<file path="config.mk">
export PLATFORM = sky130hd
export DESIGN_NAME = mcif_rd_nr
export DESIGN_NICKNAME = d
export VERILOG_FILES = /design/src/rtl/mcif_rd_nr_pkg.sv /design/src/rtl/mcif_rr_arb.sv /design/src/rtl/mcif_rd_nr.sv
export SDC_FILE = /design/constraint.sdc
export NUM_CORES = 1
export LEC_CHECK = 0
export BUFFER_PORTS_ARGS = -buffer_cell sky130_fd_sc_hd__buf_2
export CORE_AREA = 2 2 318 320
export DETAILED_ROUTE_END_ITERATION = 12
export DIE_AREA = 0 0 320 322
export SYNTH_ARGS = -nofsm -noshare
export SYNTH_HDL_FRONTEND = slang
export SYNTH_HIERARCHICAL = 1
export SYNTH_SLANG_ARGS = --single-unit
</file>
<file path="constraint.sdc">
create_clock -name clk -period 7.25 [get_ports clk]
set_input_delay 1.45 -clock clk [delete_from_list [all_inputs] [get_ports clk]]
set_output_delay 1.45 -clock clk [all_outputs]
set_load 0.02 [all_outputs]
</file>
<file path="src/rtl/mcif_rd_nr_pkg.sv">
// Shared AXI read-side constants and request payload helpers for the MCIF read front-end.
// The read and write front-ends both import this package, so the AXI attribute values are defined only once.
package mcif_rd_nr_pkg;

    localparam logic [1:0] AXI_BURST_INCR = 2'b01;
    localparam logic [3:0] AXI_CACHE_MOD  = 4'b0010;
    localparam logic [2:0] AXI_PROT_DFLT  = 3'b000;
    localparam logic [3:0] AXI_QOS_DFLT   = 4'b0000;

    // ARSIZE encodes bytes-per-beat as log2, so a full-width beat is log2(DATA_W/8).
    function automatic logic [2:0] axi_size(input int data_w);
        return 3'($clog2(data_w / 8));
    endfunction

    // Base bit of client i's {len,addr} payload; addr sits at the bottom, len above it.
    function automatic int req_pd_base(input int client, input int addr_w, input int len_w);
        return client * (addr_w + len_w);
    endfunction

endpackage

</file>
<file path="src/rtl/mcif_rr_arb.sv">
// Round-robin arbiter with a one-hot grant and a pointer that moves just past the last winner.
// It is kept generic so that the write-side front-end can reuse it.
module mcif_rr_arb #(
    parameter int N = 5
) (
    input  logic         clk,
    input  logic         rst_n,
    input  logic [N-1:0] req,
    input  logic         en,
    output logic [N-1:0] grant
);

    localparam int PW = (N > 1) ? $clog2(N) : 1;

    logic [PW-1:0] ptr;
    logic [PW-1:0] winner;
    logic          found;
    int            idx;

    always_comb begin
        grant  = '0;
        winner = '0;
        found  = 1'b0;
        idx    = 0;
        for (int off = 0; off < N; off++) begin
            idx = (int'(ptr) + off) % N;
            if (en && !found && req[idx]) begin
                found      = 1'b1;
                grant[idx] = 1'b1;
                winner     = PW'(idx);
            end
        end
    end

    // A grant is always taken, because the client's ready is the grant itself.
    always_ff @(posedge clk or negedge rst_n) begin
        if (!rst_n) begin
            ptr <= '0;
        end else if (found) begin
            ptr <= (winner == PW'(N - 1)) ? '0 : winner + 1'b1;
        end
    end

endmodule

</file>
<file path="src/rtl/mcif_rd_nr.sv">
// N-client AXI4 read front-end: arbitrates client requests onto one AR channel (ARID = client index),
// steers R beats back by RID, and uses per-client beat credits to keep the client response FIFOs from overflowing.
module mcif_rd_nr
    import mcif_rd_nr_pkg::*;
#(
    parameter int NUM_RD   = 5,
    parameter int ID_WIDTH = 3,
    parameter int ADDR_W   = 32,
    parameter int LEN_W    = 8,
    parameter int DATA_W   = 256,
    parameter int CREDIT   = 16
) (
    input  logic                             clk,
    input  logic                             rst_n,
    input  logic [NUM_RD-1:0]                rd_req_vld,
    output logic [NUM_RD-1:0]                rd_req_rdy,
    input  logic [NUM_RD*(LEN_W+ADDR_W)-1:0] rd_req_pd,
    output logic [NUM_RD-1:0]                rd_resp_vld,
    input  logic [NUM_RD-1:0]                rd_resp_rdy,
    output logic [DATA_W-1:0]                rd_resp_pd,
    input  logic [NUM_RD-1:0]                rd_fifo_pop,
    output logic                             rid_err,
    output logic [ID_WIDTH-1:0]              M_AXI_ARID,
    output logic [ADDR_W-1:0]                M_AXI_ARADDR,
    output logic [LEN_W-1:0]                 M_AXI_ARLEN,
    output logic [2:0]                       M_AXI_ARSIZE,
    output logic [1:0]                       M_AXI_ARBURST,
    output logic                             M_AXI_ARLOCK,
    output logic [3:0]                       M_AXI_ARCACHE,
    output logic [2:0]                       M_AXI_ARPROT,
    output logic [3:0]                       M_AXI_ARQOS,
    output logic                             M_AXI_ARVALID,
    input  logic                             M_AXI_ARREADY,
    input  logic [ID_WIDTH-1:0]              M_AXI_RID,
    input  logic [DATA_W-1:0]                M_AXI_RDATA,
    input  logic [1:0]                       M_AXI_RRESP,
    input  logic                             M_AXI_RLAST,
    input  logic                             M_AXI_RVALID,
    output logic                             M_AXI_RREADY
);

    localparam int CW = $clog2(CREDIT + 1);

    logic [NUM_RD-1:0] eligible;
    logic [NUM_RD-1:0] grant;
    logic              slot_free;
    logic [LEN_W-1:0]  req_len  [NUM_RD];
    logic [ADDR_W-1:0] req_addr [NUM_RD];
    logic [CW-1:0]     credit   [NUM_RD];
    logic [LEN_W-1:0]  sel_len;
    logic [ADDR_W-1:0] sel_addr;
    logic [ID_WIDTH-1:0] sel_id;
    logic              unused_r;

    assign M_AXI_ARSIZE  = axi_size(DATA_W);
    assign M_AXI_ARBURST = AXI_BURST_INCR;
    assign M_AXI_ARLOCK  = 1'b0;
    assign M_AXI_ARCACHE = AXI_CACHE_MOD;
    assign M_AXI_ARPROT  = AXI_PROT_DFLT;
    assign M_AXI_ARQOS   = AXI_QOS_DFLT;
    assign unused_r      = ^{M_AXI_RRESP, M_AXI_RLAST};

    assign slot_free  = !M_AXI_ARVALID || M_AXI_ARREADY;
    assign rd_req_rdy = grant;

    for (genvar i = 0; i < NUM_RD; i++) begin : g_client
        logic [31:0] credit_nxt;

        assign req_addr[i] = rd_req_pd[req_pd_base(i, ADDR_W, LEN_W) +: ADDR_W];
        assign req_len[i]  = rd_req_pd[req_pd_base(i, ADDR_W, LEN_W) + ADDR_W +: LEN_W];
        assign eligible[i] = rd_req_vld[i] && (32'(credit[i]) >= 32'(req_len[i]) + 32'd1);

        // Accept and pop can land together; apply the net change and never exceed the FIFO depth.
        always_comb begin
            credit_nxt = 32'(credit[i]) - (grant[i] ? 32'(req_len[i]) + 32'd1 : 32'd0)
                       + (rd_fifo_pop[i] ? 32'd1 : 32'd0);
            if (credit_nxt > 32'(CREDIT)) begin
                credit_nxt = 32'(CREDIT);
            end
        end

        always_ff @(posedge clk or negedge rst_n) begin
            if (!rst_n) begin
                credit[i] <= CW'(CREDIT);
            end else begin
                credit[i] <= CW'(credit_nxt);
            end
        end
    end

    mcif_rr_arb #(.N(NUM_RD)) u_arb (
        .clk   (clk),
        .rst_n (rst_n),
        .req   (eligible),
        .en    (slot_free),
        .grant (grant)
    );

    always_comb begin
        sel_len  = '0;
        sel_addr = '0;
        sel_id   = '0;
        for (int i = 0; i < NUM_RD; i++) begin
            if (grant[i]) begin
                sel_len  = req_len[i];
                sel_addr = req_addr[i];
                sel_id   = ID_WIDTH'(i);
            end
        end
    end

    // AR register slice: a new accept can replace the beat being handed off, so back-to-back ARs have no bubble.
    always_ff @(posedge clk or negedge rst_n) begin
        if (!rst_n) begin
            M_AXI_ARVALID <= 1'b0;
            M_AXI_ARID    <= '0;
            M_AXI_ARADDR  <= '0;
            M_AXI_ARLEN   <= '0;
        end else if (|grant) begin
            M_AXI_ARVALID <= 1'b1;
            M_AXI_ARID    <= sel_id;
            M_AXI_ARADDR  <= sel_addr;
            M_AXI_ARLEN   <= sel_len;
        end else if (M_AXI_ARREADY) begin
            M_AXI_ARVALID <= 1'b0;
        end
    end

    // An RID with no matching client is acknowledged and the beat is dropped, so the bus never locks up.
    always_comb begin
        rd_resp_vld  = '0;
        M_AXI_RREADY = 1'b1;
        for (int k = 0; k < NUM_RD; k++) begin
            if (M_AXI_RID == ID_WIDTH'(k)) begin
                rd_resp_vld[k] = M_AXI_RVALID;
                M_AXI_RREADY   = rd_resp_rdy[k];
            end
        end
    end

    assign rd_resp_pd = M_AXI_RDATA;

    always_ff @(posedge clk or negedge rst_n) begin
        if (!rst_n) begin
            rid_err <= 1'b0;
        end else if (M_AXI_RVALID && (32'(M_AXI_RID) >= 32'(NUM_RD))) begin
            rid_err <= 1'b1;
        end
    end

endmodule

</file>
-- Word-level counts from Yosys, hierarchy flattened
Index checks and enable logic that the tools add are counted.
- logic and storage cells: 177
- output and inout port bits: 329
- bits in registers: 73
- input bits: 481
- add/subtract/negate cells: 20
- reductions and logical operators: 29
- divide/modulo/power cells: 5
- order comparisons: 21
- eq/ne operators: 5
- mux-type cells: 82
- bitwise gates (word level): 4
- operator list (kind ; number):
    32-bit by 1-bit >= comparator with 1-bit output, second input constant ; 5
    5-bit by 32-bit >= comparator with 1-bit output ; 5
    32-bit by 5-bit > comparator with 1-bit output, second input constant ; 5
    32-bit by 5-bit less-than comparator with 1-bit output, second input constant ; 5
    32-bit two-way mux ; 5
    32-bit by 4-bit modulo with 32-bit output, second input constant ; 4
    10-bit by 2-bit adder with 11-bit output ; 5
    5-bit two-way mux ; 10
    5-bit by 9-bit subtractor with 10-bit output ; 5
    8-bit by 1-bit adder with 9-bit output, second input constant ; 5
    9-bit two-way mux ; 5
    8-bit two-way mux ; 5
    1-bit two-way mux ; 38
    4-bit by 4-bit modulo with 32-bit output, second input constant ; 1
    3-bit two-way mux ; 9
    1-bit logical AND ; 20
    5-bit OR ; 4
    1-bit binary-select mux with 3-bit select ; 5
    1-bit demux with 3-bit select ; 5
    3-bit by 2-bit adder with 4-bit output, second input constant ; 2
    3-bit by 2-bit == test with 1-bit output, second input constant ; 2
    3-bit == test, second input constant ; 2
    1-bit logical NOT ; 5
    5-bit OR reduction ; 1
    other kinds (8) ; 8

-- Logic depth before layout (Yosys ltp)
- depth after elaboration: 29
- gate-level depth with buffers: 38
- depth with buffers taken out: 32

-- Hierarchy
The synthesis kept the hierarchy.
- by module, submodules not included (module ; area each (µm²) ; times used ; cells each):
    mcif_rd_nr ; 9761.9 ; 1 ; 1244
    mcif_rr_arb ; 2383.5 ; 1 ; 336

-- Worst setup path before layout
No wires, ideal clock.
- path type: register -> register
- start: register u_arb.ptr[0]
- end: register credit[14] (netlist name)
- slack: -0.733 ns
- data arrival time: 7.903 ns
- buffers on the path: 7
- stages on the path, launching flop included: 38
- clock period less this slack: 7.983 ns
- cell sequence: dfrtp_1 -> buf_2 -> buf_1 -> buf_1 -> inv_1 -> ha_1 -> inv_1 -> ha_1 -> buf_2 -> inv_1 -> ha_1 -> or3_1 -> nand3_1 -> nand2_1 -> ha_1 -> inv_1 -> nor2_1 -> o2bb2ai_4 -> (+2 left out) -> a221o_1 -> nand4bb_1 -> or3b_2 -> nor2_1 -> a211o_1 -> clkbuf_1 -> clkbuf_1 -> clkbuf_1 -> nand2_1 -> inv_1 -> fa_1 -> inv_1 -> ha_1 -> and2_0 -> o21ai_0 -> a2111oi_0 -> o21ai_0 -> a22o_1
- cells in the longest elaborated chain, start to end: 27
- elaborated cells on any way between the ends: 80
- ends and longest elaborated chain (element ; line ; RTL):
    start: declaration ; mcif_rr_arb.sv:15 ; logic [PW-1:0] ptr;
    start signal: assignment ; mcif_rr_arb.sv:40 ; ptr <= (winner == PW'(N - 1)) ? '0 : winner + 1'b1;
    parallel branches: the longest is 21 deep, another holds 32-bit by 4-bit modulo with 32-bit output ; -- ;
    5-bit two-way mux (*) ; mcif_rr_arb.sv:27 ; if (en && !found && req[idx]) begin
    named net rd_req_rdy[2] ; mcif_rd_nr.sv:16 ; output logic [NUM_RD-1:0] rd_req_rdy,
    9-bit two-way mux (*) ; mcif_rd_nr.sv:75 ; credit_nxt = 32'(credit[i]) - (grant[i] ? 32'(req_len[i]) + 32'd1 : 32'd0)
    5-bit by 9-bit subtractor with 10-bit output (*) ; mcif_rd_nr.sv:75 ;
    10-bit by 2-bit adder with 11-bit output (*) ; mcif_rd_nr.sv:76 ; + (rd_fifo_pop[i] ? 32'd1 : 32'd0);
    32-bit by 5-bit > comparator with 1-bit output ; mcif_rd_nr.sv:77 ; if (credit_nxt > 32'(CREDIT)) begin
    5-bit two-way mux (*) ; mcif_rd_nr.sv:77 ;
    named net g_client[2].credit_nxt[4] ; mcif_rd_nr.sv:67 ; logic [31:0] credit_nxt;
    end signal: indexed assignment ; mcif_rd_nr.sv:84 ; credit[i] <= CW'(CREDIT);
    end signal: indexed assignment ; mcif_rd_nr.sv:86 ; credit[i] <= CW'(credit_nxt);
    end: declaration ; mcif_rd_nr.sv:49 ; logic [CW-1:0] credit [NUM_RD];
Mark *: on every way through the listed nets, which the timed path passes. The select of a mux whose other input is x is not followed.
A chain may end at the register's enable or synchronous reset.

-- Final worst setup path
- start: input port rd_req_pd[112]
- end: output port rd_req_rdy[4]
- cells in the longest elaborated chain, start to end: 24
- elaborated cells on any way between the ends: 44
- ends and longest elaborated chain (element ; line ; RTL):
    start: declaration ; mcif_rd_nr.sv:17 ; input logic [NUM_RD*(LEN_W+ADDR_W)-1:0] rd_req_pd,
    8-bit by 1-bit adder with 9-bit output (*) ; mcif_rd_nr.sv:71 ; assign eligible[i] = rd_req_vld[i] && (32'(credit[i]) >= 32'(req_len[i]) + 32'd1);
    5-bit by 32-bit >= comparator with 1-bit output (*) ; mcif_rd_nr.sv:71 ;
    1-bit logical AND (*) ; mcif_rd_nr.sv:71 ;
    named net eligible[2] ; mcif_rd_nr.sv:44 ; logic [NUM_RD-1:0] eligible;
    1-bit binary-select mux with 3-bit select ; mcif_rr_arb.sv:27 ;
    1-bit two-way mux (not written as such) (2 in series) ; mcif_rr_arb.sv:27 ;
    1-bit logical AND ; mcif_rr_arb.sv:27 ;
    1-bit two-way mux ; mcif_rr_arb.sv:27 ;
    (+5 left out) ; -- ;
    1-bit logical AND (2 in series) ; mcif_rr_arb.sv:27 ;
    1-bit two-way mux ; mcif_rr_arb.sv:27 ;
    1-bit logical NOT ; mcif_rr_arb.sv:27 ;
    1-bit logical AND (2 in series) ; mcif_rr_arb.sv:27 ;
    1-bit two-way mux ; mcif_rr_arb.sv:27 ;
    1-bit logical NOT ; mcif_rr_arb.sv:27 ;
    1-bit logical AND (2 in series) ; mcif_rr_arb.sv:27 ;
    5-bit two-way mux (*) ; mcif_rr_arb.sv:27 ;
    end: declaration ; mcif_rd_nr.sv:16 ;
The timed path passes the listed nets; every way through them passes the cells marked *. The select of a mux whose other input is x is not followed.

==> impl_metrics.yaml <==
global_routing:
  grt_overflow: 0
  grt_pass1_wl_um: 75800
  antenna_found_initial: 17
  grt_usage: 0.0986
  grt_max_degree: 80
  grt_pass1_vias: 11700
timing:
  fin_setup_tns_ps: 0
  fin_crit_ps: 6990
  drv_slew: 0
  tightest_slew_ps: 1160
  period_share: 0.964
  relSlewSlack: 0.228
  setup_viol: 0
  skew_ps: 11.4
  final_hold_viol_count: 0
  rsz0062_at_grt: "true"
  hold_slack_ps: 471
  fmax_ghz: 0.143
  worst_slack_ps: 264
route:
  drt_pass1_iterations: 5
  post_drt_via_cell_ratio: 4.05
  first_iter_violations: 673
  wl_um: 53600
  postRouteAntennaNets: 0
  wl_per_cell_um: 17.6
  drc: 0
  num_vias: 12300
worst_setup_path:
  cpPeakStageDelay_ps: 270
  end_kind: "primary output"
  r2r_slack_ps: 370
  reg2reg_depth: 32
  arrival_ps: 5540
  crit_slowest_cell: "a2111oi_2"
  path_common_cell: "buf_4"
  critPathBufInv: 9
  worstSetupPathType: "in -> out"
  crit_path_start_kind: "input pin"
  cp.required_ps: 5800
  r2r_end: "credit[18]$_DFF_PN0_"
  path_max_fanout: 14
  startpoint: "rd_req_pd[112]"
  critPathTopFamily: "buffers and inverters"
  reg2reg_from: "u_arb/ptr[0]$_DFFE_PN0P_"
floorplan:
  core_area_um2: 99600
  die-area_um2: 103000
  rows: 116
  die_height_um: 322
  ios: 810
  chipWidth_um: 320
  start_util: 0.122
placed_design:
  globalplace.congestion: 0.899
  place_ws_ps: -385
  placed_cells_incl_taps: 3020
  dp.final_hpwl_um: 44700
  io_buffers: 277
cells_and_area:
  register_area_um2: 1840
  final_common_cell: "buf_2"
  fill_cells: 11400
  nNetsFinal: 2324
  drive_gt1_frac: 0.328
  mostFrequentLayoutCells: "buf_2, buf_4, nor2_1, ha_1, o21ai_0"
  area_delta_synth_final_pct: 23.0
  multi_input_area_um2: 8030
  layoutNonFillerInstCount: 3043
synthesis:
  ys_types: 98
  syn_area_um2: 12100
  ys_warn_count: 6
  ys_seq_area_frac: 0.151
  ys_ff_latch: 73
  async_flop_share: 1.00
  synth_cells: 1580
  synthFlopType: "dfrtp_1"
  synth_edf_count: 0
  synth.avg_cell_area_um2: 7.69
clocking:
  cts_buffers: 9
  cts-root-buf: "clkbuf_16"
  cts_buffer_depth: 2
  htree_levels: 3
  holdBufCountCts: 0
  cts.sinks: 73
  cts_tree: "done"
  clk_latency_ps: 380
  clk_pin_slew_ps: 70
status:
  status: "finished, final reports clean"
run:
  maxCapViolCount: 0
min_path:
  holdPathStages: 1
  hold_start: "rid_err$_DFFE_PN0P_"
  worst_hold_path_type: "reg -> reg"
  min_to: "rid_err$_DFFE_PN0P_"
[layout make-up]
| class | instances | area share |
|---|---|---|
| well taps | 1298 | 0.109 |
| flip-flops and latches | 73 | 0.123 |
| multi-input cells | 1115 | 0.538 |
| repair buffers | 465 | 0.190 |
| inverters | 73 | 0.0185 |
| diodes | 3 | 0.000503 |
| clock inverters | 7 | 0.00679 |
| clock buffers | 9 | 0.0151 |
[cell usage after synthesis (all sizes together) (5+ instances only)]
master / count / area share
nand2b: 43 / 0.022
a211oi: 7 / 0.0043
nand3: 52 / 0.023
o22ai: 5 / 0.0026
inv: 72 / 0.022
a221oi: 43 / 0.031
nand4: 16 / 0.0082
clkbuf: 45 / 0.014
nor4: 11 / 0.0062
nor3b: 5 / 0.0031
or2: 10 / 0.0052
o21ai: 92 / 0.038
nor2: 123 / 0.038
a22oi: 77 / 0.048
a31oi: 13 / 0.0067
a2111oi: 7 / 0.0052
xor2: 22 / 0.016
o2111ai: 5 / 0.0036
or3: 15 / 0.0086
ha: 101 / 0.10
mux2i: 20 / 0.016
o211ai: 15 / 0.0093
and2: 19 / 0.0098
dfrtp: 68 / 0.14
mux2: 9 / 0.0083
nand3b: 7 / 0.0054
nor2b: 19 / 0.0098
nand2: 84 / 0.026
nor4b: 6 / 0.0054
a21o: 5 / 0.0031
nor3: 45 / 0.019
buf: 289 / 0.18
a221o: 5 / 0.0041
a21oi: 54 / 0.023
dfstp: 5 / 0.011
a211o: 6 / 0.0043
fa: 5 / 0.0082
o2bb2ai: 6 / 0.0059
o211a: 5 / 0.0041
o21a: 11 / 0.0068
and3: 19 / 0.0098
xnor2: 40 / 0.029
[registers in the layout, indices dropped and copies added (netlist names)]
signal / count
M_AXI_ARID: 3
M_AXI_ARLEN: 8
u_arb/ptr: 3
rid_err: 1
M_AXI_ARVALID: 1
M_AXI_ARADDR: 32
credit: 25
[layer usage]
metal	wire [um]	track usage	vias up	share of wire
met5	206	0.00946	-	0.0038
met4	2610	0.0480	16	0.049
met3	7380	0.0579	126	0.14
met2	22300	0.143	626	0.42
met1	21100	0.114	5793	0.39
li1	-	-	5766	-
[per-stage QoR]
step,area [um^2],util
floorplan,12300,-
global placement,14400,0.144
detailed placement,14400,0.144
CTS,14700,0.148
global route,14900,0.150
finish,14900,0.150
[repair_timing]
| item | in CTS | in global routing |
|---|---|---|
| gates cloned | 0 | 0 |
| resized for setup | 1 | 38 |
| endpoints found under the hold margin | 0 | 0 |
| buffers inserted | 0 | 4 |
| endpoints found under the setup margin | 1 | 28 |
| pin swaps | 0 | 12 |
[logic make-up (layout without fill, tap and decap cells)]
group,Yosys count,in the layout,share of synthesized area
flip-flops,73,73,0.151
XOR/XNOR,62,62,0.0453
multiplexers,30,30,0.0267
buffers and inverters,407,554,0.212
AO/OA/AOI/OAI,407,407,0.238
adder cells (fa/ha/maj),106,106,0.112
AND/OR/NAND/NOR,493,493,0.213
other,2,20,0.000618
[how the worst max path moves through the flow]
stage | endpoint | slack (ps) | cells past startpoint
2_1_floorplan | credit[15]$_DFF_PN0_ | 9 | 35
3_3_place_gp | credit[15]$_DFF_PN0_ | -270 | 31
3_5_place_dp | credit[16]$_DFF_PN0_ | -390 | 30
4_1_cts | credit[16]$_DFF_PN0_ | 50 | 30
5_1_grt | credit[16]$_DFF_PN0_ | -40 | 31
6_report | rd_req_rdy[4] | 260 | 25
[worst register-to-register path, delay by kind of cell (launching register included)]
| family | cells | cell delay (ps) |
|---|---|---|
| DFF | 1 | 450 |
| muxes | 1 | 280 |
| and+or+nand+nor | 12 | 2480 |
| buffers and inverters | 6 | 650 |
| AOI/OAI and AO/OA | 7 | 1610 |
| adders and majority gates | 6 | 1330 |
Power is not shown: default switching activity piles up to over one toggle a cycle in this logic, so the estimate is an artifact.
